--- config.mk ---
export PLATFORM = sky130hd
export DESIGN_NAME = lamp_fpu_sqrt_arbiter_flat
export DESIGN_NICKNAME = d
export VERILOG_FILES = /design/src/rtl/lamp_fpu_sqrt_arbiter_if.sv /design/src/rtl/lamp_fpu_sqrt_arbiter.sv /design/src/flat_wrapper.sv
export SDC_FILE = /design/constraint.sdc
export NUM_CORES = 1
export LEC_CHECK = 0
export CAP_MARGIN = 20
export CORE_MARGIN = 5
export CORE_UTILIZATION = 42
export DETAILED_ROUTE_END_ITERATION = 10
export GPL_ROUTABILITY_DRIVEN = 0
export PLACE_DENSITY_LB_ADDON = 0.3
export SLEW_MARGIN = 15
export SYNTH_ARGS = -nofsm -noshare
export SYNTH_HDL_FRONTEND = slang
export SYNTH_SLANG_ARGS = --single-unit
--- constraint.sdc ---
create_clock -name clk -period 2 [get_ports clk]
set_input_delay 0.4 -clock clk [delete_from_list [all_inputs] [get_ports clk]]
set_output_delay 0.4 -clock clk [all_outputs]
set_load 0.1 [all_outputs]
--- src/rtl/lamp_fpu_sqrt_arbiter_if.sv ---
// Bundle of the request, core and response signals around the shared
// lampFPU_fractSqrt arbiter.
//   req_*  : per-requester valid/op/operand in, one-hot ready out
//   core_* : start pulses, operand and flush to the core; result/valid back
//   rsp_*  : held response with valid/ready, id, op type, result, error flag
// The slave modport is the arbiter's view. The master modport is the view
// of the surrounding logic (requesters, core, response consumer).
interface lamp_fpu_sqrt_arbiter_if #(
    parameter int NUM_REQ = 2,
    parameter int F_W     = 9,
    parameter int RES_W   = 16,
    parameter int ID_W    = (NUM_REQ > 1) ? $clog2(NUM_REQ) : 1
);
    logic [NUM_REQ-1:0]     req_valid_i;
    logic [NUM_REQ-1:0]     req_inv_i;
    logic [NUM_REQ*F_W-1:0] req_f_i;
    logic [NUM_REQ-1:0]     req_ready_o;

    logic                   core_do_sqrt_o;
    logic                   core_do_inv_sqrt_o;
    logic [F_W-1:0]         core_f_o;
    logic [RES_W-1:0]       core_result_i;
    logic                   core_valid_i;
    logic                   core_flush_o;

    logic                   rsp_valid_o;
    logic                   rsp_ready_i;
    logic [ID_W-1:0]        rsp_id_o;
    logic                   rsp_inv_o;
    logic [RES_W-1:0]       rsp_result_o;
    logic                   rsp_err_o;

    modport slave (
        input  req_valid_i, req_inv_i, req_f_i,
        output req_ready_o,
        output core_do_sqrt_o, core_do_inv_sqrt_o, core_f_o, core_flush_o,
        input  core_result_i, core_valid_i,
        output rsp_valid_o, rsp_id_o, rsp_inv_o, rsp_result_o, rsp_err_o,
        input  rsp_ready_i
    );

    modport master (
        output req_valid_i, req_inv_i, req_f_i,
        input  req_ready_o,
        input  core_do_sqrt_o, core_do_inv_sqrt_o, core_f_o, core_flush_o,
        output core_result_i, core_valid_i,
        input  rsp_valid_o, rsp_id_o, rsp_inv_o, rsp_result_o, rsp_err_o,
        output rsp_ready_i
    );
endinterface

--- src/rtl/lamp_fpu_sqrt_arbiter.sv ---
// Shares one lampFPU_fractSqrt core between NUM_REQ requesters.
// Round-robin grant, a single op in flight, result held until accepted,
// and a watchdog that aborts a hung op and flushes the core.
// Ports:
//   clk  - clock
//   rst  - synchronous, active-high reset
//   bus  - lamp_fpu_sqrt_arbiter_if.slave (request, core and response signals)
// Op sequence: IDLE (grant) -> START (1-cycle start pulse) -> WAIT (core
// result or timeout) -> RESP (held until rsp_ready_i) -> IDLE.
module lamp_fpu_sqrt_arbiter #(
    parameter int NUM_REQ = 2,
    parameter int F_W     = 9,
    parameter int RES_W   = 16,
    parameter int TIMEOUT = 15,
    parameter int ID_W    = (NUM_REQ > 1) ? $clog2(NUM_REQ) : 1
) (
    input logic                    clk,
    input logic                    rst,
    lamp_fpu_sqrt_arbiter_if.slave bus
);
    localparam int CNT_W = $clog2(TIMEOUT + 1);

    typedef logic [ID_W:0]    scan_t;
    typedef logic [CNT_W-1:0] cnt_t;

    localparam scan_t NREQ      = scan_t'(NUM_REQ);
    localparam cnt_t  CNT_LIMIT = cnt_t'(TIMEOUT);
    localparam cnt_t  CNT_PRE   = cnt_t'(TIMEOUT - 1);

    typedef enum logic [1:0] {IDLE, START, WAIT, RESP} state_t;

    state_t           state;
    logic [ID_W-1:0]  rr_ptr;
    logic [ID_W-1:0]  cur_id;
    logic             cur_inv;
    cnt_t             wait_cnt;

    logic             do_sqrt_q;
    logic             do_inv_q;
    logic             flush_q;
    logic [F_W-1:0]   core_f_q;

    logic             rsp_valid_q;
    logic [ID_W-1:0]  rsp_id_q;
    logic             rsp_inv_q;
    logic [RES_W-1:0] rsp_result_q;
    logic             rsp_err_q;

    logic [ID_W-1:0]  grant;
    logic             grant_vld;
    scan_t            scan_idx;
    logic [F_W-1:0]   grant_f;
    logic [ID_W-1:0]  ptr_next;

    // First valid requester at or after rr_ptr, wrapping. rr_ptr + k stays
    // below 2*NUM_REQ, so a single conditional subtract is the modulo.
    always_comb begin
        grant     = '0;
        grant_vld = 1'b0;
        scan_idx  = '0;
        for (int k = 0; k < NUM_REQ; k++) begin
            scan_idx = {1'b0, rr_ptr} + scan_t'(k);
            if (scan_idx >= NREQ)
                scan_idx = scan_idx - NREQ;
            if (!grant_vld && bus.req_valid_i[scan_idx[ID_W-1:0]]) begin
                grant     = scan_idx[ID_W-1:0];
                grant_vld = 1'b1;
            end
        end
    end

    // Ready is only ever raised for the granted requester, so a handshake
    // in IDLE is exactly grant_vld.
    always_comb begin
        bus.req_ready_o = '0;
        for (int k = 0; k < NUM_REQ; k++)
            bus.req_ready_o[k] = (state == IDLE) && grant_vld && (grant == ID_W'(k));
    end

    assign grant_f  = bus.req_f_i[int'(grant)*F_W +: F_W];
    assign ptr_next = (grant == ID_W'(NUM_REQ - 1)) ? '0 : grant + 1'b1;

    always_ff @(posedge clk) begin
        if (rst) begin
            state        <= IDLE;
            rr_ptr       <= '0;
            cur_id       <= '0;
            cur_inv      <= 1'b0;
            wait_cnt     <= '0;
            do_sqrt_q    <= 1'b0;
            do_inv_q     <= 1'b0;
            flush_q      <= 1'b0;
            core_f_q     <= '0;
            rsp_valid_q  <= 1'b0;
            rsp_id_q     <= '0;
            rsp_inv_q    <= 1'b0;
            rsp_result_q <= '0;
            rsp_err_q    <= 1'b0;
        end else begin
            // Start and flush are single-cycle pulses.
            do_sqrt_q <= 1'b0;
            do_inv_q  <= 1'b0;
            flush_q   <= 1'b0;
            case (state)
                IDLE: begin
                    if (grant_vld) begin
                        cur_id    <= grant;
                        cur_inv   <= bus.req_inv_i[grant];
                        core_f_q  <= grant_f;
                        rr_ptr    <= ptr_next;
                        do_sqrt_q <= !bus.req_inv_i[grant];
                        do_inv_q  <= bus.req_inv_i[grant];
                        state     <= START;
                    end
                end
                START: begin
                    wait_cnt <= '0;
                    state    <= WAIT;
                end
                WAIT: begin
                    // Timeout is checked first so a core_valid_i arriving in
                    // the same cycle as the abort is dropped.
                    if (wait_cnt == CNT_LIMIT) begin
                        rsp_valid_q  <= 1'b1;
                        rsp_id_q     <= cur_id;
                        rsp_inv_q    <= cur_inv;
                        rsp_result_q <= '0;
                        rsp_err_q    <= 1'b1;
                        state        <= RESP;
                    end else if (bus.core_valid_i) begin
                        rsp_valid_q  <= 1'b1;
                        rsp_id_q     <= cur_id;
                        rsp_inv_q    <= cur_inv;
                        rsp_result_q <= bus.core_result_i;
                        rsp_err_q    <= 1'b0;
                        state        <= RESP;
                    end else begin
                        wait_cnt <= wait_cnt + 1'b1;
                        // Registered one cycle early so the flush pulse lines
                        // up with the cycle in which the counter hits TIMEOUT.
                        flush_q  <= (wait_cnt == CNT_PRE);
                    end
                end
                RESP: begin
                    if (bus.rsp_ready_i) begin
                        rsp_valid_q <= 1'b0;
                        state       <= IDLE;
                    end
                end
                default: state <= IDLE;
            endcase
        end
    end

    assign bus.core_do_sqrt_o     = do_sqrt_q;
    assign bus.core_do_inv_sqrt_o = do_inv_q;
    assign bus.core_f_o           = core_f_q;
    assign bus.core_flush_o       = flush_q;
    assign bus.rsp_valid_o        = rsp_valid_q;
    assign bus.rsp_id_o           = rsp_id_q;
    assign bus.rsp_inv_o          = rsp_inv_q;
    assign bus.rsp_result_o       = rsp_result_q;
    assign bus.rsp_err_o          = rsp_err_q;
endmodule

--- src/flat_wrapper.sv ---
// flat-port wrapper written by rule: the top's interface ports become plain ports
module lamp_fpu_sqrt_arbiter_flat 
#(
    parameter int NUM_REQ = 2,
    parameter int F_W     = 9,
    parameter int RES_W   = 16,
    parameter int TIMEOUT = 15,
    parameter int ID_W    = (NUM_REQ > 1) ? $clog2(NUM_REQ) : 1
)
  (clk, rst, bus_req_valid_i, bus_req_inv_i, bus_req_f_i, bus_req_ready_o, bus_core_do_sqrt_o, bus_core_do_inv_sqrt_o, bus_core_f_o, bus_core_flush_o, bus_core_result_i, bus_core_valid_i, bus_rsp_valid_o, bus_rsp_id_o, bus_rsp_inv_o, bus_rsp_result_o, bus_rsp_err_o, bus_rsp_ready_i);
  lamp_fpu_sqrt_arbiter_if #(.NUM_REQ(NUM_REQ), .F_W(F_W), .RES_W(RES_W), .ID_W(ID_W)) bus_i ();
  input logic clk;
  input logic rst;
  input wire logic [$bits(bus_i.req_valid_i)-1:0] bus_req_valid_i;
  input wire logic [$bits(bus_i.req_inv_i)-1:0] bus_req_inv_i;
  input wire logic [$bits(bus_i.req_f_i)-1:0] bus_req_f_i;
  output wire logic [$bits(bus_i.req_ready_o)-1:0] bus_req_ready_o;
  output wire logic [$bits(bus_i.core_do_sqrt_o)-1:0] bus_core_do_sqrt_o;
  output wire logic [$bits(bus_i.core_do_inv_sqrt_o)-1:0] bus_core_do_inv_sqrt_o;
  output wire logic [$bits(bus_i.core_f_o)-1:0] bus_core_f_o;
  output wire logic [$bits(bus_i.core_flush_o)-1:0] bus_core_flush_o;
  input wire logic [$bits(bus_i.core_result_i)-1:0] bus_core_result_i;
  input wire logic [$bits(bus_i.core_valid_i)-1:0] bus_core_valid_i;
  output wire logic [$bits(bus_i.rsp_valid_o)-1:0] bus_rsp_valid_o;
  output wire logic [$bits(bus_i.rsp_id_o)-1:0] bus_rsp_id_o;
  output wire logic [$bits(bus_i.rsp_inv_o)-1:0] bus_rsp_inv_o;
  output wire logic [$bits(bus_i.rsp_result_o)-1:0] bus_rsp_result_o;
  output wire logic [$bits(bus_i.rsp_err_o)-1:0] bus_rsp_err_o;
  input wire logic [$bits(bus_i.rsp_ready_i)-1:0] bus_rsp_ready_i;
  assign bus_i.req_valid_i = bus_req_valid_i;
  assign bus_i.req_inv_i = bus_req_inv_i;
  assign bus_i.req_f_i = bus_req_f_i;
  assign bus_req_ready_o = bus_i.req_ready_o;
  assign bus_core_do_sqrt_o = bus_i.core_do_sqrt_o;
  assign bus_core_do_inv_sqrt_o = bus_i.core_do_inv_sqrt_o;
  assign bus_core_f_o = bus_i.core_f_o;
  assign bus_core_flush_o = bus_i.core_flush_o;
  assign bus_i.core_result_i = bus_core_result_i;
  assign bus_i.core_valid_i = bus_core_valid_i;
  assign bus_rsp_valid_o = bus_i.rsp_valid_o;
  assign bus_rsp_id_o = bus_i.rsp_id_o;
  assign bus_rsp_inv_o = bus_i.rsp_inv_o;
  assign bus_rsp_result_o = bus_i.rsp_result_o;
  assign bus_rsp_err_o = bus_i.rsp_err_o;
  assign bus_i.rsp_ready_i = bus_rsp_ready_i;
  lamp_fpu_sqrt_arbiter #(.NUM_REQ(NUM_REQ), .F_W(F_W), .RES_W(RES_W), .TIMEOUT(TIMEOUT), .ID_W(ID_W)) u_core (.clk(clk), .rst(rst), .bus(bus_i));
endmodule
==> flow_summary_export.csv <==
group,metric,value,unit
clock_network,cts_tree,"done",
clock_network,cts.path.max_buffers,2,
sta,timing.final.ws_setup,0.0951,ns
yosys,ys_seq_elements,41,
grt,antenna_found_initial,0,
cells_and_area,drive_above_1_share,21.5,%
cells_and_area,n_antenna_cell,0,
sta,finalSetupViolCount,0,
yosys,yosys.area_share.adder,5.46,%
floorplan,ios,76,
cells_and_area,syn_to_final_growth,49.6,%
floorplan,core-area,4290,um2
clock_network,cts.hold.buffers_added,0,
clock_network,clk_pin_slew,0.07,ns
sta,rsz0062_at_grt,"no",
sta,hold_viol_final,0,
setup_path,required,1.60,ns
sta,post-route-min-period,1.90,ns
routing,dr.pass1.iters,4,
sta,maxClockFrequency,0.525,GHz
clock_network,cts_sinks,41,
routing,wl_per_cell,14.4,um
setup_path,crit_path_end_kind,"primary output",
floorplan,die_w,76.0,um
setup_path,arrival,1.50,ns
sta,timing.hold.ws,0.490,ns
routing,drt-total-wl,4920,um
floorplan,rows,24,
yosys,yosys.area_share.simple,15.0,%
floorplan,die_h,76.0,um
power_and_ir_drop,p_switching,1650,uW
clock_network,cts_max_level,2,
grt,gr-total-overflow,0,
sta,period_share,95.2,%
run,max_cap_viol_count,0,
power_and_ir_drop,clock_power_share,18.0,%
cells_and_area,nets,339,
clock_network,clockRootBuffer,"clkbuf_8",
yosys,syn_area,1830,um2
floorplan,die-area,5780,um2
power_and_ir_drop,sw_frac_of_total,46.7,%
clock_network,cts_made_buffers,5,
grt,grt_pass1_wl,8330,um
yosys,yosys.area.top_type,"dfxtp_1",
setup_path,cp_max_fo,7,
yosys,syn_nets,261,
sta,tightest_slew,0.763,ns
yosys,ys_types,32,
yosys,synth_top_cell_area_share,44.8,%
yosys,postSynth.asyncResetShare,0,%
routing,via_count,1843,
power_and_ir_drop,seqPwrFrac,29.7,%
grt,track_usage,17.0,%
sta,setup_tns,0,ns
sta,relSlewSlack,48.8,%
outcome,status,"completed",
clock_network,clock_latency,0.29,ns
power_and_ir_drop,power_leakage,0.00109,uW
yosys,syn_avg_cell_area,8.68,um2
power_and_ir_drop,power.share.combinational,52.2,%
routing,drt_iter0_drc,132,
yosys,synth_top_flop_cell,"dfxtp_1",
yosys,synth_xor_area_share,0,%
power_and_ir_drop,intPower,1890,uW
cells_and_area,fill_cells,395,
power_and_ir_drop,ir_drop,0.516,mV
power_and_ir_drop,totalPowerFinal,3540,uW
yosys,synth_top_family_by_area,"compound AO/OA/AOI/OAI gates",
yosys,synthMuxAreaShare,1.09,%
yosys,synthTopCellsByArea,"dfxtp_1 45%, o211ai_1 6.6%, o21ai_0 6.0%",
sta,slew_viol_final,0,
setup_path,critPathKind,"in -> out",
grt,grt_max_degree,23,
placement,post-dp-hpwl,3560,um
routing,route.antenna.remaining_nets,0,
yosys,ys_seq_area_share,44.8,%
clock_network,post-cts-setup-buffer-count,0,
yosys,synth_edf_count,0,
yosys,yosys_warnings,0,
hold_path,hold_class,"reg -> reg",
sta,skew,0.00946,ns
routing,via_per_inst,5.40,
yosys,syn-instance-count,211,
power_and_ir_drop,power_density,1290,nW/um2
placement,post-place-ws,0.0308,ns
setup_path,start_kind,"primary input",
grt,grt_pass1_vias,1794,
placement,port_buffers,75,
yosys,synth-compound-area-share,27.9,%
floorplan,start_util,42.7,%
routing,drcViolationCount,0,
-- path summary, 6_finish.rpt --
kind,slack (ns),endpoint,from,cells past startpoint
max reg2reg,0.32,u_core.wait_cnt[3],u_core.state[0],5
max,0.1,bus_req_ready_o[1],bus_req_valid_i[1],4
min reg2reg,0.49,u_core.rr_ptr,u_core.rr_ptr,1
min,0.49,u_core.rr_ptr,u_core.rr_ptr,1
-- sequential cells by signal, indices dropped and copies added, names as in the netlist --
| signal | cells |
|---|---|
| u_core.bus.core_do_sqrt_o | 1 |
| u_core.bus.rsp_valid_o | 1 |
| u_core.wait_cnt | 4 |
| u_core.bus.core_flush_o | 1 |
| u_core.bus.core_f_o | 9 |
| u_core.rr_ptr | 1 |
| u_core.bus.rsp_id_o | 1 |
| u_core.bus.rsp_inv_o | 1 |
| u_core.state | 2 |
| u_core.bus.rsp_err_o | 1 |
| u_core.cur_id | 1 |
| u_core.bus.rsp_result_o | 16 |
| u_core.cur_inv | 1 |
| u_core.bus.core_do_inv_sqrt_o | 1 |
-- kinds of logic after synthesis --
group,after synthesis
simple gates,56
buf+inv,26
fa+ha+maj,8
flops,41
compound gates,78
mux,2
-- synthesized netlist by cell type (2+ instances only) --
master	n
a31o_2	2
a211oi_1	2
nand2b_1	3
o31ai_1	2
ha_1	8
or3_1	2
a32oi_1	9
buf_2	5
nand3_1	12
inv_1	10
dfxtp_1	41
a31oi_1	4
nor4_1	2
a21oi_1	14
nor2_1	5
and4_1	2
or4_1	2
o21ai_0	22
clkbuf_1	10
and2_1	5
mux2i_1	2
o211ai_1	16
nand2_1	22
-- critical path, cell delays in order --
cell             delay, ns
clkdlybuf4s50_1       0.51
and2_1                0.22
and2_2                0.20
buf_12                0.16
-- final cells by class --
| cell class | count | area [um2] | share of cell area [%] |
|---|---|---|---|
| multi-input cells | 144 | 917 | 33.5 |
| inverters | 10 | 37.5 | 1.37 |
| well taps | 52 | 65.1 | 2.37 |
| repair buffers | 87 | 793 | 28.9 |
| clock buffers | 5 | 68.8 | 2.51 |
| clock inverters | 2 | 35.0 | 1.28 |
| flip-flops and latches | 41 | 823 | 30.0 |
-- stage by stage --
| stage | instance area [um2] | instances | util [%] |
|---|---|---|---|
| after detailed placement | 2630 | 334 | 61.3 |
| after floorplan | 1830 | 211 | - |
| after CTS | 2740 | 341 | 63.8 |
| after global routing | 2740 | 341 | 63.8 |
| after global placement | 2630 | 334 | 61.3 |
| final | 2740 | 341 | 63.8 |
-- layer usage --
layer / global-route usage, % / share of wire (%) / vias to the layer above
li1: - / - / 932
met3: 5.08 / 5.4 / 6
met4: 5.34 / 1.4 / 0
met5: 0 / 0 / -
met2: 28.6 / 50 / 38
met1: 20.5 / 44 / 867
-- power by group through the flow --
stage | Combinational (uW) | Clock [uW] | Sequential [uW]
floorplan | 688 | 0 | 1690
global placement | 1830 | 0 | 1060
detailed placement | 1850 | 0 | 1070
CTS | 1860 | 659 | 1050
global route | 1970 | 691 | 1070
finish | 1850 | 639 | 1050
-- layout by cell type (no fill, tap or decap), drive strengths merged --
cell type	n
or3	2
a2bb2oi	1
mux2i	2
a211oi	2
a21oi	14
o31ai	2
a211o	1
nand2b	3
clkdlybuf4s50	41
inv	10
clkbuf	5
o211ai	16
clkinv	1
nor2	5
o21ai	23
dfxtp	41
a32oi	9
bufinv	1
and4	2
a222oi	1
nor4	2
a31oi	4
a31o	2
nand4	1
o2bb2ai	1
buf	46
nand2	22
or4	2
nand3	12
o21a	1
a21bo	1
ha	8
and2	5
-- timing repair --
action | 4_1_cts | 5_1_grt
gates resized for setup | 2 | 1
setup endpoints to repair | 1 | 2
cloned | 0 | 0
(Power assumes the default switching activity.)
